$ cat src/rtl/mips_muldiv_unit.sv
//------------------------------------------------------------------------------
// mips_muldiv_unit : iterative MULT/MULTU/DIV/DIVU engine with HI/LO registers.
// Optional feature macro: MULDIV_EARLY_OUT_EN (multiply terminates once the
// remaining multiplier bits are zero).
// Revision: 1.0 - initial release
//------------------------------------------------------------------------------
`default_nettype none

module mips_muldiv_unit #(
    parameter int DATA_WIDTH = 32,
    parameter int CNT_WIDTH  = $clog2(DATA_WIDTH)
) (
    input  logic                  clk,
    input  logic                  rst_n,
    input  logic                  i_start,
    input  logic [1:0]            i_op,
    input  logic                  i_flush,
    input  logic [DATA_WIDTH-1:0] i_rs_data,
    input  logic [DATA_WIDTH-1:0] i_rt_data,
    output logic                  o_busy,
    output logic                  o_done,
    output logic [DATA_WIDTH-1:0] o_hi,
    output logic [DATA_WIDTH-1:0] o_lo,
    output logic                  o_div_by_zero
);
    localparam int W = DATA_WIDTH;
    localparam logic [CNT_WIDTH-1:0] c_LAST_CNT = CNT_WIDTH'(W - 1);

    typedef enum logic [1:0] {
        S_IDLE = 2'd0,
        S_PREP = 2'd1,
        S_RUN  = 2'd2,
        S_FIX  = 2'd3
    } state_t;

    state_t               r_state;
    state_t               w_next_state;
    logic [1:0]           r_op;
    logic [W-1:0]         r_a;
    logic [W-1:0]         r_b;
    logic [2*W-1:0]       r_mcand;
    logic [2*W-1:0]       r_acc;
    logic [CNT_WIDTH-1:0] r_cnt;
    logic                 r_neg_q;
    logic                 r_neg_r;
    logic                 r_dz_pend;
    logic [W-1:0]         r_hi;
    logic [W-1:0]         r_lo;
    logic                 r_dz;
    logic                 r_done;

    logic                 w_launch;
    logic                 w_in_dz;
    logic                 w_is_div;
    logic                 w_signed;
    logic                 w_a_neg;
    logic                 w_b_neg;
    logic [W-1:0]         w_a_abs;
    logic [W-1:0]         w_b_abs;
    logic [2*W-1:0]       w_mul_acc;
    logic [W:0]           w_rem_sh;
    logic [W:0]           w_diff;
    logic [2*W-1:0]       w_div_acc;
    logic                 w_run_last;
    logic [2*W-1:0]       w_prod;
    logic [W-1:0]         w_fix_hi;
    logic [W-1:0]         w_fix_lo;

    assign w_launch = (r_state == S_IDLE) && i_start && !i_flush;
    assign w_in_dz  = i_op[1] && (i_rt_data == '0);
    assign w_is_div = r_op[1];
    assign w_signed = ~r_op[0];

    assign w_a_neg = w_signed & r_a[W-1];
    assign w_b_neg = w_signed & r_b[W-1];
    assign w_a_abs = w_a_neg ? -r_a : r_a;
    assign w_b_abs = w_b_neg ? -r_b : r_b;

    // Multiply: multiplier LSB-first, multiplicand shifted left each step.
    assign w_mul_acc = r_b[0] ? (r_acc + r_mcand) : r_acc;

    // Restoring divide on {remainder, quotient}; the subtraction borrow picks the quotient bit.
    assign w_rem_sh  = r_acc[2*W-1:W-1];
    assign w_diff    = w_rem_sh - {1'b0, r_b};
    assign w_div_acc = w_diff[W] ? {w_rem_sh[W-1:0], r_acc[W-2:0], 1'b0}
                                 : {w_diff[W-1:0],   r_acc[W-2:0], 1'b1};

`ifdef MULDIV_EARLY_OUT_EN
    assign w_run_last = (r_cnt == c_LAST_CNT) || (!w_is_div && (r_b[W-1:1] == '0));
`else
    assign w_run_last = (r_cnt == c_LAST_CNT);
`endif

    // Divide-by-zero presets leave both sign flags clear, so the raw preset passes through.
    assign w_prod = r_neg_q ? -r_acc : r_acc;
    always_comb begin
        w_fix_hi = w_prod[2*W-1:W];
        w_fix_lo = w_prod[W-1:0];
        if (w_is_div) begin
            w_fix_hi = r_neg_r ? -r_acc[2*W-1:W] : r_acc[2*W-1:W];
            w_fix_lo = r_neg_q ? -r_acc[W-1:0]   : r_acc[W-1:0];
        end
    end

    always_comb begin
        w_next_state = r_state;
        case (r_state)
            S_IDLE:  if (w_launch) w_next_state = w_in_dz ? S_FIX : S_PREP;
            S_PREP:  w_next_state = S_RUN;
            S_RUN:   if (w_run_last) w_next_state = S_FIX;
            S_FIX:   w_next_state = S_IDLE;
            default: w_next_state = S_IDLE;
        endcase
        if (i_flush) begin
            w_next_state = S_IDLE;
        end
    end

    always_ff @(posedge clk or negedge rst_n) begin
        if (!rst_n) begin
            r_state <= S_IDLE;
        end else begin
            r_state <= w_next_state;
        end
    end

    always_ff @(posedge clk or negedge rst_n) begin
        if (!rst_n) begin
            r_op      <= '0;
            r_a       <= '0;
            r_b       <= '0;
            r_mcand   <= '0;
            r_acc     <= '0;
            r_cnt     <= '0;
            r_neg_q   <= 1'b0;
            r_neg_r   <= 1'b0;
            r_dz_pend <= 1'b0;
            r_hi      <= '0;
            r_lo      <= '0;
            r_dz      <= 1'b0;
            r_done    <= 1'b0;
        end else begin
            r_done <= 1'b0;
            case (r_state)
                S_IDLE: begin
                    if (w_launch) begin
                        r_op      <= i_op;
                        r_a       <= i_rs_data;
                        r_b       <= i_rt_data;
                        r_neg_q   <= 1'b0;
                        r_neg_r   <= 1'b0;
                        r_dz_pend <= w_in_dz;
                        r_acc     <= {i_rs_data, {W{1'b1}}};
                    end
                end
                S_PREP: begin
                    r_a     <= w_a_abs;
                    r_b     <= w_b_abs;
                    r_neg_q <= w_a_neg ^ w_b_neg;
                    r_neg_r <= w_a_neg;
                    r_mcand <= {{W{1'b0}}, w_a_abs};
                    r_acc   <= w_is_div ? {{W{1'b0}}, w_a_abs} : '0;
                    r_cnt   <= '0;
                end
                S_RUN: begin
                    r_cnt <= r_cnt + 1'b1;
                    if (w_is_div) begin
                        r_acc <= w_div_acc;
                    end else begin
                        r_acc   <= w_mul_acc;
                        r_mcand <= r_mcand << 1;
                        r_b     <= r_b >> 1;
                    end
                end
                S_FIX: begin
                    if (!i_flush) begin
                        r_hi   <= w_fix_hi;
                        r_lo   <= w_fix_lo;
                        r_dz   <= r_dz_pend;
                        r_done <= 1'b1;
                    end
                end
                default: ;
            endcase
        end
    end

    assign o_busy        = (r_state != S_IDLE);
    assign o_done        = r_done;
    assign o_hi          = r_hi;
    assign o_lo          = r_lo;
    assign o_div_by_zero = r_dz;

endmodule

`default_nettype wire

$ cat config.mk
export PLATFORM = sky130hd
export DESIGN_NAME = mips_muldiv_unit
export DESIGN_NICKNAME = d
export VERILOG_FILES = /design/src/rtl/mips_muldiv_unit.sv
export SDC_FILE = /design/constraint.sdc
export NUM_CORES = 1
export LEC_CHECK = 0
export BUFFER_PORTS_ARGS = -buffer_cell sky130_fd_sc_hd__buf_4
export CAP_MARGIN = 0
export CORE_MARGIN = 2
export CORE_UTILIZATION = 60
export DETAILED_ROUTE_END_ITERATION = 12
export GPL_ROUTABILITY_DRIVEN = 0
export HOLD_SLACK_MARGIN = 0.06
export PLACE_DENSITY = 0.77
export SKIP_CTS_REPAIR_TIMING = 1
export SLEW_MARGIN = 30
export SYNTH_ARGS = -nofsm -noshare
export SYNTH_HDL_FRONTEND = slang
export SYNTH_SLANG_ARGS = --single-unit
$ cat constraint.sdc
create_clock -name clk -period 5.1 [get_ports clk]
set_input_delay 0.255 -clock clk [delete_from_list [all_inputs] [get_ports clk]]
set_output_delay 0.255 -clock clk [all_outputs]
set_load 0.01 [all_outputs]
# Word level (Yosys, flattened, before mapping)
# Cells that the tools add are included.
[totals] register_bits=270 latch_bits=0 ram_bits=0 rom_bits=0 out_inout_bits=67 memories=0
[classes] addsub=8 mul=0 div_mod_pow=0 order_cmp=0 n_eq_ne=10 n_shift=0 mux=31 n_bitwise=5 reduce_logical=17
[ops] cell="$mux W64" n=6
[ops] cell="$mux W32" n=10
[ops] cell="$pmux W64 S3" n=1
[ops] cell="$neg A32 Y32" n=4
[ops] cell="$pmux W64 S2" n=1
[ops] cell="$pmux W32 S3" n=1
[ops] cell="$add A64 B64 Y64" n=1
[ops] cell="$neg A64 Y64" n=1
[ops] cell="$pmux W32 S2" n=1
[ops] cell="$sub A33 B32 Y33" n=1
[ops] cell="$logic_not A32 Y1" n=1
[ops] cell="$pmux W5 S2" n=1
[ops] cell="$reduce_and A2 Y1" n=5
[ops] cell="$ne A3 B3 Y1 const B" n=3
[ops] cell="$mux W2" n=4
[ops] cell="$pmux W2 S4" n=1
[ops] cell="$ne A2 B2 Y1 const B" n=3
[ops] cell="$reduce_bool A2 Y1" n=3
[ops] cell="$add A5 B1 Y5 const B" n=1
[ops] cell="$eq A5 B5 Y1 const B" n=1
[ops] cell="$eq A2 B2 Y1 const B" n=2
[ops] cell="$pmux W1 S2" n=2
[ops] cell="$reduce_and A4 Y1" n=1
[ops] cell="$logic_and A1 B1 Y1" n=3
[ops] cell="other kinds (9)" n=13

# Depth between registers and ports, before layout
# Gate-level depths: netlist of run 1.
[depth] depth_word=6 ltp_mapped=15 ltp_nobuf=13

# Least setup slack after synthesis of run 1
# OpenSTA, ideal clock, no wires.
[synth_timing] kind="reg-to-reg" start="register r_b[5]" end="register r_acc[39]" setup_time_ps=127 arrival_ps=3524 path_slack_ps=1448 stages_incl_launch_ff=14 path_buffers=3 period_less_slack_ps=3652 path_cell_list="dfrtp_1 clkbuf_1 inv_1 ha_1 a2111o_1 o21ai_0 a21boi_0 a211o_1 o211ai_1 buf_2 clkbuf_1 o21ai_0 a21oi_1 o22ai_1"
[synth_via] elab_chain_len=4
[synth_lines] item="from (decl)" line="40" text="logic [W-1:0] r_b;"
[synth_lines] item="from (signal assigned)" line="149" text="r_b <= i_rt_data;"
[synth_lines] item="from (signal assigned)" line="158" text="r_b <= w_b_abs;"
[synth_lines] item="from (signal assigned)" line="172" text="r_b <= r_b >> 1;"
[synth_lines] item="$sub A33 B32 Y33" line="84" text="assign w_diff = w_rem_sh - {1'b0, r_b};"
[synth_lines] item="$mux W64" line="85" text="assign w_div_acc = w_diff[W] ? {w_rem_sh[W-1:0], r_acc[W-2:0], 1'b0}"
[synth_lines] item="$mux W64" line="167" text="if (w_is_div) begin"
[synth_lines] item="$pmux W64 S3" line="144" text="case (r_state)"
[synth_lines] item="to (signal assigned)" line="153" text="r_acc <= {i_rs_data, {W{1'b1}}};"
[synth_lines] item="to (signal assigned)" line="168" text="r_acc <= w_div_acc;"
[synth_lines] item="to (signal assigned)" line="170" text="r_acc <= w_mul_acc;"
[synth_lines] item="to (decl)" line="42" text="logic [2*W-1:0] r_acc;"
# Every way passes these cells.
# A chain may end at the register's enable or synchronous reset.

# Worst setup path after layout of run 1
[layout_timing] start="register r_acc[18]" end="register r_hi[20], in the netlist o_hi[20]"
[layout_via] elab_chain_len=3
[layout_lines] item="from (signal assigned)" line="153"
[layout_lines] item="from (signal assigned)" line="162" text="r_acc <= w_is_div ? {{W{1'b0}}, w_a_abs} : '0;"
[layout_lines] item="from (signal assigned)" line="168"
[layout_lines] item="$neg A64 Y64" line="95" text="assign w_prod = r_neg_q ? -r_acc : r_acc;"
[layout_lines] item="$mux W64" line="95"
[layout_lines] item="$mux W32" line="99" text="if (w_is_div) begin"
[layout_lines] item="to (signal assigned)" line="177" text="r_hi <= w_fix_hi;"
[layout_lines] item="to (decl)" line="47" text="logic [W-1:0] r_hi;"
# Every way passes these cells.

==> results of run 1 <==
## cell usage in the layout (no fill, tap or decap), types with 68 or more instances in the layout
cell type and instances:
sky130_fd_sc_hd__ha_1 104, sky130_fd_sc_hd__dfrtp_1 269, sky130_fd_sc_hd__o21ai_0 337, sky130_fd_sc_hd__nand2_1 298, sky130_fd_sc_hd__buf_4 184, sky130_fd_sc_hd__a21oi_1 159
sky130_fd_sc_hd__xnor2_1 85, sky130_fd_sc_hd__xor2_1 87, sky130_fd_sc_hd__nor2_1 193, sky130_fd_sc_hd__a21o_1 68
## cell families (layout without fill, tap and decap cells)
| kind of cell | Yosys count | in the layout | share of synthesized area |
|---|---|---|---|
| compound gates | 938 | 938 | 0.289 |
| simple gates | 783 | 783 | 0.177 |
| flops | 270 | 270 | 0.325 |
| buf+inv | 237 | 368 | 0.0431 |
| xor+xnor | 172 | 172 | 0.0724 |
| fa+ha+maj | 108 | 108 | 0.0657 |
| mux | 58 | 58 | 0.0283 |
| other cells | 0 | 2 | 0 |
## power by group through the flow
stage | logic, uW | clock network, uW | registers [uW]
floorplan | 8840 | 0 | 3990
global placement | 12000 | 0 | 4250
detailed placement | 12300 | 0 | 4300
CTS | 12400 | 2280 | 4280
global route | 13900 | 2360 | 4430
finish | 12800 | 2270 | 4350
## worst register-to-register path: cells and delay by family (launching register included)
kind	cells	cell delay (ps)
AOI/OAI and AO/OA	3	670
xor gates and xnor gates	1	160
DFF	1	440
and+or+nand+nor	6	2940
## flip-flops by register name, summed over array words and instances (netlist names)
register and count:
r_acc 64, r_mcand 64, o_hi 32, o_lo 32, r_a 32, r_b 32, r_cnt 5, r_op 2
r_state 2, o_div_by_zero 1, o_done 1, r_dz_pend 1, r_neg_q 1, r_neg_r 1
## through the flow
stage	utilization	power [uW]	hold WS (ps)
global placement	0.647	16300	361
floorplan	-	12800	-40.6
finish	0.693	19400	6.87
global route	0.693	20600	60.4
detailed placement	0.647	16600	373
CTS	0.676	18900	-250
## worst min-delay path by stage
stage	from	endpoint	slack, ps	depth (start not counted)
2_1_floorplan	rst_n	o_div_by_zero	-40	0
3_3_place_gp	rst_n	o_done	360	1
3_5_place_dp	rst_n	o_hi[0]	370	1
4_1_cts	rst_n	r_mcand[4]	-250	1
5_1_grt	i_rt_data[12]	r_b[12]	60	3
6_report	i_rt_data[17]	r_b[17]	7	3
## synth_stat cells, types with 6 or more instances
library cell and n:
sky130_fd_sc_hd__or3_1 18, sky130_fd_sc_hd__a222oi_1 12, sky130_fd_sc_hd__xnor2_1 85, sky130_fd_sc_hd__o41ai_1 13, sky130_fd_sc_hd__a211o_1 6, sky130_fd_sc_hd__or2_2 6
sky130_fd_sc_hd__mux2i_1 52, sky130_fd_sc_hd__or4_1 9, sky130_fd_sc_hd__a221oi_1 47, sky130_fd_sc_hd__a22oi_1 35, sky130_fd_sc_hd__nand3_1 40, sky130_fd_sc_hd__and4_1 7
sky130_fd_sc_hd__a31oi_1 28, sky130_fd_sc_hd__o211ai_1 40, sky130_fd_sc_hd__ha_1 106, sky130_fd_sc_hd__and3_1 24, sky130_fd_sc_hd__nor2b_1 18, sky130_fd_sc_hd__buf_1 12
sky130_fd_sc_hd__and2_1 8, sky130_fd_sc_hd__xor2_1 87, sky130_fd_sc_hd__nand2_1 299, sky130_fd_sc_hd__a21oi_1 160, sky130_fd_sc_hd__a21o_1 68, sky130_fd_sc_hd__a211oi_1 25
sky130_fd_sc_hd__nor3_1 53, sky130_fd_sc_hd__o21bai_1 19, sky130_fd_sc_hd__o31ai_1 26, sky130_fd_sc_hd__nor2_1 196, sky130_fd_sc_hd__a22o_1 35, sky130_fd_sc_hd__o21ai_0 337
sky130_fd_sc_hd__clkbuf_1 152, sky130_fd_sc_hd__o22ai_1 14, sky130_fd_sc_hd__nand4_1 26, sky130_fd_sc_hd__nor4_1 29, sky130_fd_sc_hd__nand2b_1 20, sky130_fd_sc_hd__dfrtp_1 270
sky130_fd_sc_hd__mux2_2 6, sky130_fd_sc_hd__inv_1 68, sky130_fd_sc_hd__o21a_1 15, sky130_fd_sc_hd__a21boi_0 6
## area by class of cell
type | count | area (um^2) | area share
antenna | 2 | 5.00 | 0.000210
sequential | 270 | 6760 | 0.284
clock buffer | 41 | 843 | 0.0354
tap | 455 | 569 | 0.0239
clock inverter | 14 | 160 | 0.00672
multi-input combinational | 2059 | 13200 | 0.555
inverter | 69 | 259 | 0.0109
timing repair buffer | 244 | 2000 | 0.0838
## per-layer routing
layer | up-vias | track usage
li1 | 9675 | -
met1 | 10100 | 0.467
met2 | 1259 | 0.612
met3 | 340 | 0.0887
met4 | 2 | 0.252
met5 | - | 0
==> impl_results.md, run 1 <==
- Setup repair after global routing missed its margin: false
- Crit-path cells: or4_1 -> or4_1 -> nor4_2 -> a31oi_1 -> nor4_1 -> nand3_1 -> nor2_1 -> a31oi_1 -> xnor2_1 -> o21ai_0
- Share of total power consumed by net switching: 0.525
- Clock Tree Buf Depth: 3
- Initial standard-cell utilization of the core: 0.605
- Total number of vias: 21400
- Number of filler cells placed in the layout: roughly 2800
- Amount of wire on met3 after detailed routing: 7020 um
- Clock insertion delay at the later pin of the skew report: 600 ps
- H-tree level count: 1
- Area growth syn-to-layout: 14.5%
- Proportion of power drawn by flip-flops and latches: 0.224
- Reg2reg path depth: 10
- Final critical delay including setup and external delays: 4290 ps
- Final number of hold-violating endpoints: 0
- Total instance count after detailed placement: a little over 3000
- Sequential share of the synthesized area: 0.325
- IO Count: 137
- Kind of path behind the tightest hold check: in -> reg
- Number of standard cells after synthesis: between 2000 and 3000
- Buffer cell driving the clock tree root: sky130_fd_sc_hd__clkbuf_16
- Setup crit end: o_hi[20]
- Kind of critical path: reg -> reg
- Vias per std cell: between 6 and 7
- Non-Filler Instances: between 3000 and 4000
- Transition time at the pin with the least slew margin: 1010 ps
- Post-Synthesis Net Count: about 2700
- CTS tree: built
- First element of the critical path: r_acc[18]
- Most used flip-flop cell after synthesis: sky130_fd_sc_hd__dfrtp_1
- Synthesized area per cell: a little over 8 um^2
- Wire length after detailed routing: 71800 um
- Length of routed met2 wiring: between 30000 and 40000 um
- Crit share post-route: 0.841
- Summed area of non-filler cells in the final layout: around 24000 um^2
- Register-to-Register Setup Slack: slightly above 800 ps
- Max Fanout on Critical Path: 5
- Number of buffer cells added on primary ports: 136
- Longest individual stage delay on the worst path: 640 ps
- Static leakage: 0.0104 uW
- Worst flop-to-flop path startpoint: r_acc[18]
- Iteration-0 DRC Markers: 2307
- Data arrival time of the worst path: 4800 ps
- Clock buffer count from CTS: 31
- Leftover overflow at the end of global routing: 0
- Cell area reported after detailed placement: between 20000 and 25000 um^2
- Count of maximum capacitance violations: 0
- Count of cell instances traversed by the critical path: 10
- Slew HR: 0.327
- Vert. Die Dim: 190 um
- RR Endpoint: o_hi[20]
- Worst slack at placement: 969 ps
- Post-synth top area share: 0.325
- Final count of pins violating max slew: 0
- Top post-synthesis cells by area: sky130_fd_sc_hd__dfrtp_1, sky130_fd_sc_hd__o21ai_0, sky130_fd_sc_hd__ha_1
- Maximum operating frequency: 233 MHz
- Clock Sinks: 270
- Row cnt: 68
- Count of flip-flops with a built-in enable after synthesis: 0
- Post-layout net count: around 2900
- Half-perimeter wire length after detailed placement: between 50000 and 60000 um
- Overall die width: 190 um
- Post-Syn Area: 20800 um^2
- #FFs+latches synth: 270
- Drt pass-1 iters: 6
- Uppermost layer routed: met5
- Comb pwr share: 0.659
- Clock-pin slew on the worst setup and hold paths: about 60 ps
- Worst EP required: 5610 ps
- GRT Util Overall: 0.384
- Core region area: around 34000 um^2
- Total Negative Setup Slacks: 0 ps
- Internal power contribution: 9200 uW
- Die Area: 36200 um^2
- Maximum number of pins on one net before global-route repair: between 100 and 150
- Count of unresolved DRC violations after routing: 0
- Initial antenna violation count: 2
- Proportion of register bits with asynchronous set or reset after synthesis: 1.00
- Layout cells sized above 1: 0.105
- Leading area contributor after synthesis: sky130_fd_sc_hd__dfrtp_1
- Dominant delay contributor by cell family on the critical path: simple AND/OR/NAND/NOR gates
- Endpoint kind of the worst setup timing path: register
- Fin worst setup slack: 808 ps
- CP startpoint kind: register
- Routed len/inst: ~23 um
- Final clock skew: slightly above 20 ps
- Cell Pwr Density: 814 nW/um^2
- Run status: finished, final reports clean
- Largest vdd supply drop: 589 uV
- Via count of the first global-routing pass: 19900
- Number of nets with antenna violations after routing: 0
- Metal1 wirelength: 27200 um
- Buffering stage count on the worst path with inverters included: 0
- Cell with the largest stage delay on the worst path: sky130_fd_sc_hd__nor4_2
- Global-route wire length before repair: between 100000 and 150000 um
- Setup violations, final: 0
- Net switching power of the design: slightly above 10000 uW
- Number of distinct library cells after synthesis: 86
- Count of synthesis-stage warnings from yosys: 0
- Portion of total power attributed to the clock network: 0.117
Power figures use the tool's default switching activity.
==> inputs of run 2 (changes only) <==
--- a/config.mk
+++ b/config.mk
@@ -8,11 +8,11 @@
 export BUFFER_PORTS_ARGS = -buffer_cell sky130_fd_sc_hd__buf_4
 export CAP_MARGIN = 0
 export CORE_MARGIN = 2
-export CORE_UTILIZATION = 60
+export CORE_UTILIZATION = 56
 export DETAILED_ROUTE_END_ITERATION = 12
 export GPL_ROUTABILITY_DRIVEN = 0
 export HOLD_SLACK_MARGIN = 0.06
-export PLACE_DENSITY = 0.77
+export PLACE_DENSITY = 0.76
 export SKIP_CTS_REPAIR_TIMING = 1
 export SLEW_MARGIN = 30
 export SYNTH_ARGS = -nofsm -noshare
==> constraint.sdc (replaced) <==
create_clock -name clk -period 3.6 [get_ports clk]
set_input_delay 0.18 -clock clk [delete_from_list [all_inputs] [get_ports clk]]
set_output_delay 0.18 -clock clk [all_outputs]
set_load 0.01 [all_outputs]
==> run 2 against run 1 <==
The flow now finishes with violations (hold timing); worst hold slack worse by 11 ps; maximum frequency rose by 22%; global-route usage fell by 1.3 points; largest cell class unchanged.
==> impl_results.md, run 2 (synthesis gave the netlist of run 1 again) <==
- Final clock skew: 17.8 ps (-2.48 ps)
- Area growth syn-to-layout: 20.9%
- WHS: -3.73 ps (-10.6 ps)
- Setup repair after global routing missed its margin: true
- Clock insertion delay at the later pin of the skew report: 540 ps (-60 ps)
- Buffer cell driving the clock tree root: sky130_fd_sc_hd__clkbuf_16
- Initial antenna violation count: 3 (+1)
- IO Count: 137 (unchanged)
- Iteration-0 DRC Markers: 2671 (+16%)
- Reg2reg path depth: 12 (+2)
- Setup violations, final: 0 (unchanged)
- Largest vdd supply drop: 849 uV (+44%)
- Clock buffer count from CTS: 34 (+9.7%)
- Number of cells on the worst hold path: 3 (unchanged)
- Final critical delay including setup and external delays: 3510 ps (-783 ps)
- Cell with the largest stage delay on the worst path: sky130_fd_sc_hd__dfrtp_1
- Post-layout net count: 2971 (+4.1%)
- Most common cell after layout, fill and taps aside: sky130_fd_sc_hd__o21ai_0
- Vert. Die Dim: 197 um (+3.4%)
- H-tree level count: 2 (+1)
- Wire length after detailed routing: 74700 um (+4.2%)
- Highest-count cells in the layout ignoring fill and taps: sky130_fd_sc_hd__o21ai_0, sky130_fd_sc_hd__nand2_1, sky130_fd_sc_hd__buf_4
- Crit-path cells: inv_1 -> ha_1 -> or3b_1 -> nor4b_2 -> and2_4 -> nand3_1 -> or3_4 -> nor3_2 -> nand3_1 -> or3_1 -> a222oi_1 -> o2bb2ai_1
- Final number of hold-violating endpoints: 1 (+1)
- RR Endpoint: r_b[28]
- CTS tree: built
- Overall die width: 197 um (+3.4%)
- Count of unresolved DRC violations after routing: 0 (unchanged)
- Clock Sinks: 270 (unchanged)
- Kind of critical path: reg -> reg
- Buffering stage count on the worst path with inverters included: 1 (+1)
- Core region area: 36600 um^2 (+6.5%)
- Via count of the first global-routing pass: 20500 (+2.6%)
- Row cnt: 70 (+2.9%)
- Final Core Density: 0.687 (-0.00570)
- Maximum number of pins on one net before global-route repair: 107 (+0.94%)
- Cell Pwr Density: 1170 nW/um^2 (+43%)
- Maximum operating frequency: 285 MHz (+22%)
- Data arrival time of the worst path: 3930 ps (-870 ps)
- Static leakage: 0.0111 uW (+6.8%)
- Number of buffer cells added on primary ports: 136 (unchanged)
- Non-Filler Instances: 3285 (+4.2%)
- Global-route wire length before repair: 113000 um (+3.6%)
- Drt pass-1 iters: 9 (+3)
- Total instance count after detailed placement: 3161 (+4.0%)
- Worst flop-to-flop path startpoint: r_b[1]
- Leftover overflow at the end of global routing: 0 (unchanged)
- Register-to-Register Setup Slack: 90 ps (-720 ps)
- Final count of pins violating max slew: 0 (unchanged)
- Vias per std cell: 6.72 (-1.0%)
- Layout cells sized above 1: 0.157 (+0.0524)
- Total number of vias: 22100 (+3.1%)
- Longest individual stage delay on the worst path: 430 ps (-210 ps)
- Failing checks: hold timing
- Count of maximum capacitance violations: 0 (unchanged)
- Launch point of the worst hold path: i_rt_data[26]
- GRT Util Overall: 0.371 (-0.0127)
- Initial standard-cell utilization of the core: 0.568 (-0.0370)
- Crit share post-route: 0.975 (+0.133)
- Top flop regs: r_acc x64, r_mcand x64
- Min-Delay Endpoint: r_b[26]
- Slew HR: 0.462 (+0.134)
- Kind of path behind the tightest hold check: in -> reg
- Routed len/inst: 22.8 um (about the same)
- Die Area: 38700 um^2 (+7.0%)
- Max Fanout on Critical Path: 4 (-1)
- Endpoint kind of the worst setup timing path: register
- CP startpoint kind: register
- Run status: finished, violations left
- Dominant delay contributor by cell family on the critical path: simple AND/OR/NAND/NOR gates
- Worst EP required: 4020 ps (-1590 ps)
- Clock-pin slew on the worst setup and hold paths: 60 ps (about the same)
- Transition time at the pin with the least slew margin: 807 ps (-199 ps)
- Half-perimeter wire length after detailed placement: 54600 um (+5.9%)
- Library cell appearing most often on the critical path: sky130_fd_sc_hd__nand3_1
- Number of nets with antenna violations after routing: 0 (unchanged)
- Clock Tree Buf Depth: 3 (unchanged)
[run 2: changes by cell type in the layout (fill, tap and decap cells not counted), moves of 7 or more]
cell / delta
sky130_fd_sc_hd__ha_1: -10
sky130_fd_sc_hd__buf_4: +107
sky130_fd_sc_hd__a21oi_1: -7
sky130_fd_sc_hd__a21oi_2: +7
[run 2: power breakdown]
part	total [uW]	switching, uW	internal, uW	leakage [uW]
clock	3590	1410	2180	0.000563
combinational	20000	12200	7830	0.00720
sequential	5720	1370	4360	0.00337
total	29300	15000	14400	0.0111
[run 2: worst max-delay path by stage]
stage | endpoint | slack (ps) | depth (start not counted) | from
after floorplan | r_acc[40] | 60 | 13 | r_b[5]
after global placement | o_hi[30] | -50 | 13 | r_acc[18]
after detailed placement | r_acc[58] | -100 | 13 | r_mcand[10]
after CTS | r_acc[58] | -120 | 13 | r_mcand[10]
after global routing | r_b[28] | -60 | 12 | r_b[1]
final | r_b[28] | 90 | 12 | r_b[1]
[run 2: stage by stage]
step / total power, uW / setup WS (ps) / cell area (um^2) / setup TNS, ps
6_report: 29300 / 91.2 / 25200 / 0
5_1_grt: 31200 / -64.4 / 25200 / -103
4_1_cts: 28200 / -122 / 24200 / -546
3_5_place_dp: 24500 / -97.8 / 23100 / -290
3_3_place_gp: 24000 / -50.9 / 23100 / -118
2_1_floorplan: 18200 / 56.1 / 20800 / 0
[run 2: worst register-to-register path, delay by kind of cell, from the launching register on]
| kind | cells | cell delay [ps] |
|---|---|---|
| flops | 1 | 430 |
| simple gates | 8 | 2170 |
| fa+ha+maj | 1 | 220 |
| buf+inv | 1 | 140 |
| compound gates | 2 | 410 |
[run 2: layout make-up]
cell class                 count  area [um^2]
multi-input combinational   2059        13500
sequential                   270         6770
clock buffer                  50         1020
inverter                      69          259
antenna                        1         2.50
fill                        2905        11500
clock inverter                 9          123
tap                          468          586
timing repair buffer         359         2930
[run 2: routing by layer]
layer	track usage	vias to the layer above	wire [um]
li1	-	9903	-
met1	0.462	10400	28000
met2	0.574	1418	32800
met3	0.0902	395	8260
met4	0.248	4	5690
met5	0	-	64
